## config.mk

```make
export PLATFORM = sky130hd
export DESIGN_NAME = bot_upd_handshake_flat
export DESIGN_NICKNAME = d
export VERILOG_FILES = /design/src/rtl/bot_upd_handshake_if.sv /design/src/rtl/bot_upd_handshake.sv /design/src/flat_wrapper.sv
export SDC_FILE = /design/constraint.sdc
export NUM_CORES = 1
export LEC_CHECK = 0
export CAP_MARGIN = 10
export CORE_AREA = 5 5 81 83
export DETAILED_ROUTE_END_ITERATION = 8
export DIE_AREA = 0 0 86 88
export PLACE_DENSITY = 0.89
export SKIP_LAST_GASP = 1
export SYNTH_ARGS = -nofsm -noshare
export SYNTH_HDL_FRONTEND = slang
export SYNTH_SLANG_ARGS = --single-unit
```

## constraint.sdc

```tcl
create_clock -name clk -period 2.5 [get_ports clk]
set_input_delay 0.5 -clock clk [delete_from_list [all_inputs] [get_ports clk]]
set_output_delay 0.5 -clock clk [all_outputs]
set_load 0.01 [all_outputs]
```

## src/rtl/bot_upd_handshake_if.sv

```systemverilog
// Bot-info update handshake bundle between the rojobot core side and the CPU GPIO side.
// The slave modport is the handshake block; the master drives updates and the CPU ack.
interface bot_upd_handshake_if #(
  parameter int DATA_W = 32,
  parameter int CNT_W  = 8
);
  logic              i_upd;
  logic [DATA_W-1:0] i_bot_info;
  logic              i_int_ack;
  logic [DATA_W-1:0] o_bot_info;
  logic              o_upd_req;
  logic [CNT_W-1:0]  o_seq;
  logic [CNT_W-1:0]  o_missed;
  logic              o_busy;

  modport master (
    output i_upd, i_bot_info, i_int_ack,
    input  o_bot_info, o_upd_req, o_seq, o_missed, o_busy
  );

  modport slave (
    input  i_upd, i_bot_info, i_int_ack,
    output o_bot_info, o_upd_req, o_seq, o_missed, o_busy
  );
endinterface

```

## src/rtl/bot_upd_handshake.sv

```systemverilog
// Snapshots rojobot info on each update pulse and holds a level interrupt request
// until the (asynchronous) CPU acknowledge; counts captures and overruns.
module bot_upd_handshake #(
  parameter int DATA_W      = 32,
  parameter int CNT_W       = 8,
  parameter int SYNC_STAGES = 2,
  parameter int OVERWRITE   = 1
) (
  input  logic                clk,
  input  logic                rstn,
  bot_upd_handshake_if.slave  bus
);

  typedef enum logic [1:0] {IDLE, PENDING, ACK_HOLD} state_t;

  state_t              state, state_nx;
  logic [SYNC_STAGES-1:0] ack_sync;
  logic                ack_s, ack_s_d, ack_rise;
  logic [DATA_W-1:0]   info_q, info_nx;
  logic [CNT_W-1:0]    seq_q, seq_nx;
  logic [CNT_W-1:0]    missed_q, missed_nx;
  logic                req_q, req_nx;
  logic                queued_q, queued_nx;
  logic                do_capture, do_overrun;

  assign ack_s    = ack_sync[SYNC_STAGES-1];
  assign ack_rise = ack_s & ~ack_s_d;

  always_ff @(posedge clk or negedge rstn) begin
    if (!rstn) begin
      ack_sync <= '0;
      ack_s_d  <= 1'b0;
    end else begin
      ack_sync <= {ack_sync[SYNC_STAGES-2:0], bus.i_int_ack};
      ack_s_d  <= ack_s;
    end
  end

  always_ff @(posedge clk or negedge rstn) begin
    if (!rstn) begin
      state    <= IDLE;
      info_q   <= '0;
      seq_q    <= '0;
      missed_q <= '0;
      req_q    <= 1'b0;
      queued_q <= 1'b0;
    end else begin
      state    <= state_nx;
      info_q   <= info_nx;
      seq_q    <= seq_nx;
      missed_q <= missed_nx;
      req_q    <= req_nx;
      queued_q <= queued_nx;
    end
  end

  always_comb begin
    state_nx   = state;
    info_nx    = info_q;
    seq_nx     = seq_q;
    missed_nx  = missed_q;
    req_nx     = req_q;
    queued_nx  = queued_q;
    do_capture = 1'b0;
    do_overrun = 1'b0;

    case (state)
      IDLE: begin
        if (bus.i_upd) begin
          do_capture = 1'b1;
          req_nx     = 1'b1;
          state_nx   = PENDING;
        end
      end
      PENDING: begin
        if (ack_rise) begin
          req_nx   = 1'b0;
          state_nx = ACK_HOLD;
          if (bus.i_upd) begin
            do_capture = 1'b1;
            queued_nx  = 1'b1;
          end
        end else if (bus.i_upd) begin
          do_overrun = 1'b1;
        end
      end
      ACK_HOLD: begin
        if (bus.i_upd) begin
          if (queued_q) begin
            do_overrun = 1'b1;
          end else begin
            do_capture = 1'b1;
            queued_nx  = 1'b1;
          end
        end
        // Leaving on the ack level's fall; an update in this same cycle counts as queued.
        if (!ack_s) begin
          queued_nx = 1'b0;
          if (queued_q || bus.i_upd) begin
            req_nx   = 1'b1;
            state_nx = PENDING;
          end else begin
            state_nx = IDLE;
          end
        end
      end
      default: state_nx = IDLE;
    endcase

    if (do_overrun) begin
      missed_nx = (missed_q == '1) ? missed_q : missed_q + 1'b1;
      if (OVERWRITE != 0) do_capture = 1'b1;
    end
    if (do_capture) begin
      info_nx = bus.i_bot_info;
      seq_nx  = seq_q + 1'b1;
    end
  end

  assign bus.o_bot_info = info_q;
  assign bus.o_upd_req  = req_q;
  assign bus.o_seq      = seq_q;
  assign bus.o_missed   = missed_q;
  assign bus.o_busy     = (state != IDLE);

endmodule

```

## src/flat_wrapper.sv

```systemverilog
// flat-port wrapper written by rule: the top's interface ports become plain ports
module bot_upd_handshake_flat 
#(
  parameter int DATA_W      = 32,
  parameter int CNT_W       = 8,
  parameter int SYNC_STAGES = 2,
  parameter int OVERWRITE   = 1
)
  (clk, rstn, bus_i_upd, bus_i_bot_info, bus_i_int_ack, bus_o_bot_info, bus_o_upd_req, bus_o_seq, bus_o_missed, bus_o_busy);
  bot_upd_handshake_if #(.DATA_W(DATA_W), .CNT_W(CNT_W)) bus_i ();
  input  logic clk;
  input  logic rstn;
  input wire logic [$bits(bus_i.i_upd)-1:0] bus_i_upd;
  input wire logic [$bits(bus_i.i_bot_info)-1:0] bus_i_bot_info;
  input wire logic [$bits(bus_i.i_int_ack)-1:0] bus_i_int_ack;
  output wire logic [$bits(bus_i.o_bot_info)-1:0] bus_o_bot_info;
  output wire logic [$bits(bus_i.o_upd_req)-1:0] bus_o_upd_req;
  output wire logic [$bits(bus_i.o_seq)-1:0] bus_o_seq;
  output wire logic [$bits(bus_i.o_missed)-1:0] bus_o_missed;
  output wire logic [$bits(bus_i.o_busy)-1:0] bus_o_busy;
  assign bus_i.i_upd = bus_i_upd;
  assign bus_i.i_bot_info = bus_i_bot_info;
  assign bus_i.i_int_ack = bus_i_int_ack;
  assign bus_o_bot_info = bus_i.o_bot_info;
  assign bus_o_upd_req = bus_i.o_upd_req;
  assign bus_o_seq = bus_i.o_seq;
  assign bus_o_missed = bus_i.o_missed;
  assign bus_o_busy = bus_i.o_busy;
  bot_upd_handshake #(.DATA_W(DATA_W), .CNT_W(CNT_W), .SYNC_STAGES(SYNC_STAGES), .OVERWRITE(OVERWRITE)) u_core (.clk(clk), .rstn(rstn), .bus(bus_i));
endmodule
```

# Yosys cells after proc, flatten, opt, wreduce, memory -nomap -nowiden
# Cells that the tools add are included.
dict set report totals {
  inputBits 36
  elab_cells 53
  regBits 55
  out_inout_bits 50
}
dict set report op_classes {
  eq_ne 7
  reduce_logical 9
  add_sub_neg 2
  n_mux 24
  bitwise 3
}
# operator n
set ops {}
lappend ops {{adder 8 x 1 -> 8 bit (second input constant)} 2}
lappend ops {{2-to-1 mux 1 bit} 16}
lappend ops {{equality test 8 bit (second input constant)} 1}
lappend ops {{2-to-1 mux 2 bit} 3}
lappend ops {{case mux 1 bit (3 select lines)} 2}
lappend ops {{case mux 2 bit (3 select lines)} 1}
lappend ops {{AND reduction 5 bit} 1}
lappend ops {{!= test 2 x 1 -> 1 bit (second input constant)} 2}
lappend ops {{!= test 2 bit (second input constant)} 2}
lappend ops {{case mux 1 bit (2 select lines)} 2}
lappend ops {{AND reduction 2 bit} 2}
lappend ops {{nonzero test 2 bit} 2}
lappend ops {{AND reduction 3 bit} 1}
lappend ops {{nonzero test 3 bit} 1}
lappend ops {{equality test 2 x 1 -> 1 bit (second input constant)} 1}
lappend ops {{equality test 2 bit (second input constant)} 1}
lappend ops {{logical NOT 2 bit} 1}
lappend ops {{NOT 1 bit} 2}
lappend ops {{AND 1 bit} 1}
lappend ops {{logical OR 1 bit} 1}

# Depth between registers and ports, before layout
# Gate-level depths: netlist of run 1.
dict set report logic_depth {
  ltp_word 5
  mapped_depth 7
  ltp_nobuf 6
}

# Worst setup path after synthesis of run 1
# Ideal clock, no wire load.
dict set report synth_timing {
  path_kind {reg2reg}
  from {reg u_core.state[0]}
  to {reg u_core.info_q[10], in the netlist u_core.bus.o_bot_info[10]}
  arrival_ns 2.028
  required_ns 2.375
  period_less_slack_ns 2.153
  path_stages_with_launch 8
  setup_ns 0.125
  slack_ns 0.347
  path_buffers 1
  cell_sequence {dfrtp_1 inv_1 ha_1 or3b_4 a311oi_4 o21ai_4 buf_6 mux2_4}
}
dict set report synth_between {
  elab_chain_cells 3
  word_cells_on_any_way 6
  classes_between {2 x eq/ne; 3 x mux; 1 x reduce/logical}
}
# element line
set synth_lines {}
lappend synth_lines {{start, declared} bot_upd_handshake.sv:16} ;# state_t state, state_nx;
lappend synth_lines {{start signal, assigned} bot_upd_handshake.sv:48} ;# state <= state_nx;
lappend synth_lines {{equality test 2 bit (tied with other cells)} bot_upd_handshake.sv:67} ;# case (state)
lappend synth_lines {{case mux 1 bit (3 select lines) or case mux 1 bit (2 select lines) (tied branches)} bot_upd_handshake.sv:67}
lappend synth_lines {{2-to-1 mux 1 bit (*)} bot_upd_handshake.sv:110} ;# if (do_overrun) begin
lappend synth_lines {{end signal, assigned} bot_upd_handshake.sv:49} ;# info_q <= info_nx;
lappend synth_lines {{end, declared} bot_upd_handshake.sv:19} ;# logic [DATA_W-1:0] info_q, info_nx;
# Every way passes the cells marked *; elsewhere a longest branch is shown, timed or not.
# A chain may end at the register's enable or synchronous reset.

# Final worst setup path of run 1
dict set report layout_timing {
  from {reg u_core.state[0]}
  to {out bus_o_busy}
}
dict set report layout_between {
  elab_chain_cells 1
}
# element line
set layout_lines {}
lappend layout_lines {{nonzero test 2 bit} bot_upd_handshake.sv:124} ;# assign bus.o_busy = (state != IDLE);
lappend layout_lines {{end, declared} flat_wrapper.sv:20} ;# output wire logic [$bits(bus_i.o_busy)-1:0] bus_o_busy;
# Every way passes these cells.

==> metrics.cfg, run 1 <==
[power]
p_int_uw=3140
switching_share=0.326
pwr-share-clk=0.119
cellLeakagePower_uw=0.00158
power_frac_comb=0.545
powerDensity_nw_per_um2=1310
switchingPower_uw=1520
vdd_ir_drop_max_v=0.000681
pwr-share-seq=0.336

[final_layout]
area_growth_pct=41.8
drive_gt1_frac=0.198
nets=305
diodes=0
final_area_um2=3550
nFillCells=495
fin_cells=337

[timing]
fin_ws_ps=230
hold_viol=0
worst_pin_slew_ps=683
setup_tns_ps=0
fmax_mhz=440
period_needed_ps=2270
maxSlewViolCount=0
rsz0062_at_grt=no
skew_ps=6.31
setup_viol=0
post-route-period-util=0.908
slew_headroom=0.545
whs_ps=316

[grt]
grt_pass1_wl_mm=8.60
track_usage=0.144
antenna_found_initial=0
overflow=0
grt_pass1_vias=1782
grt_start_max_net_pins=56

[detailed_routing]
via_per_inst=4.99
wirelength_mm=5.24
wl_per_cell_um=15.5
drc=0
num_vias=1680
final_antenna_net_count=0
drtIter0Drc=89
drtPass1Iterations=4

[clock_network]
cts_setup_buffers=0
root_buffer=clkbuf_8
cts_tree=built
cts.clk_slew.worst_paths_ps=90
holdBufCountCts=0
cts_sinks=55
ctsResizeCount=0
clockBufferDepth=2
clock_latency_ps=300
cts_max_level=2
cts_buffers=5

[yosys]
yosys_warnings=0
syn_inst=171
seq_area_frac_synth=0.550
synth_seq_cells=55
synth_area_leaders=dfrtp_1 55%, mux2_4 17%, xnor2_1 4.2%
post-synth-top-area-cell=dfrtp_1
syn-num-nets=214
synth.distinct_cells=32
synth_top_area_share=0.550
syn-cell-area_um2=2500
avgSynthCellArea_um2=14.6

[worst_setup_path]
cp.arrival_ps=1770
crit_fanout=5
worst-setup-path-type=reg2out
start_kind=register
cp.required_ps=2000
end_kind=primary output
rr_worst_depth=7
ff2ff_setup_slack_ps=320

[place]
dpl_cell_area_um2=3440
port_buffers=85
place_ws_ps=352
place_hpwl_mm=3.85
gp_congestion=0.773
placed_cells=330

[floorplan]
die_w_um=86
die-area_um2=7570
ioPinCount=86
initial_utilization=0.433
rows=28
core_um2=5780
die_h_um=88

[min_path]
hp-class=in2async

[run]
drv_cap=0

[status]
status=complete, no violations

flip-flops by register name, summed over array words and instances (netlist names):
register / cells
u_core.state: 2
u_core.queued_q: 1
u_core.ack_s_d: 1
u_core.ack_sync: 2
u_core.bus.o_bot_info: 32
u_core.bus.o_upd_req: 1
u_core.bus.o_seq: 8
u_core.bus.o_missed: 8
final cells by class:
| type | count | area (um2) | area share |
|---|---|---|---|
| clock buffers | 6 | 72.6 | 0.0205 |
| multi-input cells | 104 | 1060 | 0.298 |
| repair buffers | 90 | 896 | 0.253 |
| inverters | 6 | 22.5 | 0.00635 |
| well taps | 75 | 93.8 | 0.0265 |
| clock inverters | 1 | 30.0 | 0.00847 |
| flip-flops and latches | 55 | 1380 | 0.388 |
worst max-delay path, cell delays in order, from the launching register on:
cell and delay (ps):
dfrtp_1 400, inv_1 100, ha_1 220, inv_1 170, clkdlybuf4s50_1 580
layer usage:
metal	part of all wire	up-vias	wire length, um	track usage
met5	0	-	0	0
met4	0.022	0	114	0.0604
met3	0.052	9	273	0.0320
met2	0.52	48	2740	0.246
met1	0.40	833	2100	0.177
li1	-	790	-	-
cells in the final DEF (no fill, tap or decap), types with 3 or more instances in the layout:
master	Yosys	final
xnor2_1	12	12
dfrtp_1	55	55
a31oi_1	3	3
clkdlybuf4s50_1	0	84
o211ai_1	4	4
inv_1	6	6
and3_1	7	7
clkbuf_8	0	5
mux2_4	29	29
nor2_1	3	3
mux2_2	8	8
ha_1	7	7
nand4_1	7	7
buf_4	0	4
synthesized netlist by cell type:
library cell,instances
or3b_4,1
o221ai_1,1
nor2_1,3
nand4_1,7
a311oi_4,1
o2111ai_1,2
nor2b_1,1
nand2b_1,1
a21oi_1,2
and4_1,2
o211ai_1,4
nand2_1,2
xor2_1,1
o21ai_4,1
nor3_1,1
inv_1,6
a31oi_1,3
xnor2_1,12
buf_6,3
clkbuf_1,2
o22a_1,1
and2_1,2
nand3_1,1
o21ai_0,2
and3_1,7
mux2_4,29
a211oi_1,1
mux2_2,8
ha_1,7
o21ai_1,1
dfrtp_1,55
buf_2,1
cell families after synthesis:
kind of cell,share of synthesized area
xor+xnor,0.0455
mux,0.210
flops,0.550
compound gates,0.0635
buf+inv,0.0275
fa+ha+maj,0.0350
simple gates,0.0680
path summary, 6_finish.rpt:
kind | startpoint | to
worst min-delay path | rstn | u_core.bus.o_seq[6]
worst min register to register | u_core.ack_sync[0] | u_core.ack_sync[1]
worst max register to register | u_core.state[0] | u_core.bus.o_bot_info[27]
worst max-delay path | u_core.state[0] | bus_o_busy
max in group asynchronous | rstn | u_core.bus.o_bot_info[16]
min in group clk | u_core.ack_sync[0] | u_core.ack_sync[1]
through the flow:
step | utilization | power [uW]
after floorplan | - | 3070
after global placement | 0.596 | 4060
after detailed placement | 0.596 | 4140
after CTS | 0.614 | 4740
after global routing | 0.614 | 4950
final | 0.614 | 4660
power groups by stage:
| stage | clock network, uW | logic [uW] | registers [uW] |
|---|---|---|---|
| 3_5_place_dp | 0 | 2570 | 1580 |
| 6_report | 556 | 2540 | 1570 |
| 2_1_floorplan | 0 | 1360 | 1710 |
| 5_1_grt | 610 | 2710 | 1630 |
| 3_3_place_gp | 0 | 2490 | 1570 |
| 4_1_cts | 582 | 2580 | 1570 |
No activity file was read; power rests on OpenSTA's default activity.
==> run 2: changes to the inputs <==
--- a/config.mk
+++ b/config.mk
@@ -10,6 +10,7 @@
 export DETAILED_ROUTE_END_ITERATION = 8
 export DIE_AREA = 0 0 86 88
 export PLACE_DENSITY = 0.89
+export SKIP_CTS_REPAIR_TIMING = 1
 export SKIP_LAST_GASP = 1
 export SYNTH_ARGS = -nofsm -noshare
 export SYNTH_HDL_FRONTEND = slang
==> results of run 2 <==
Same layout as run 1: the final DEF is identical, and so are final timing and power.
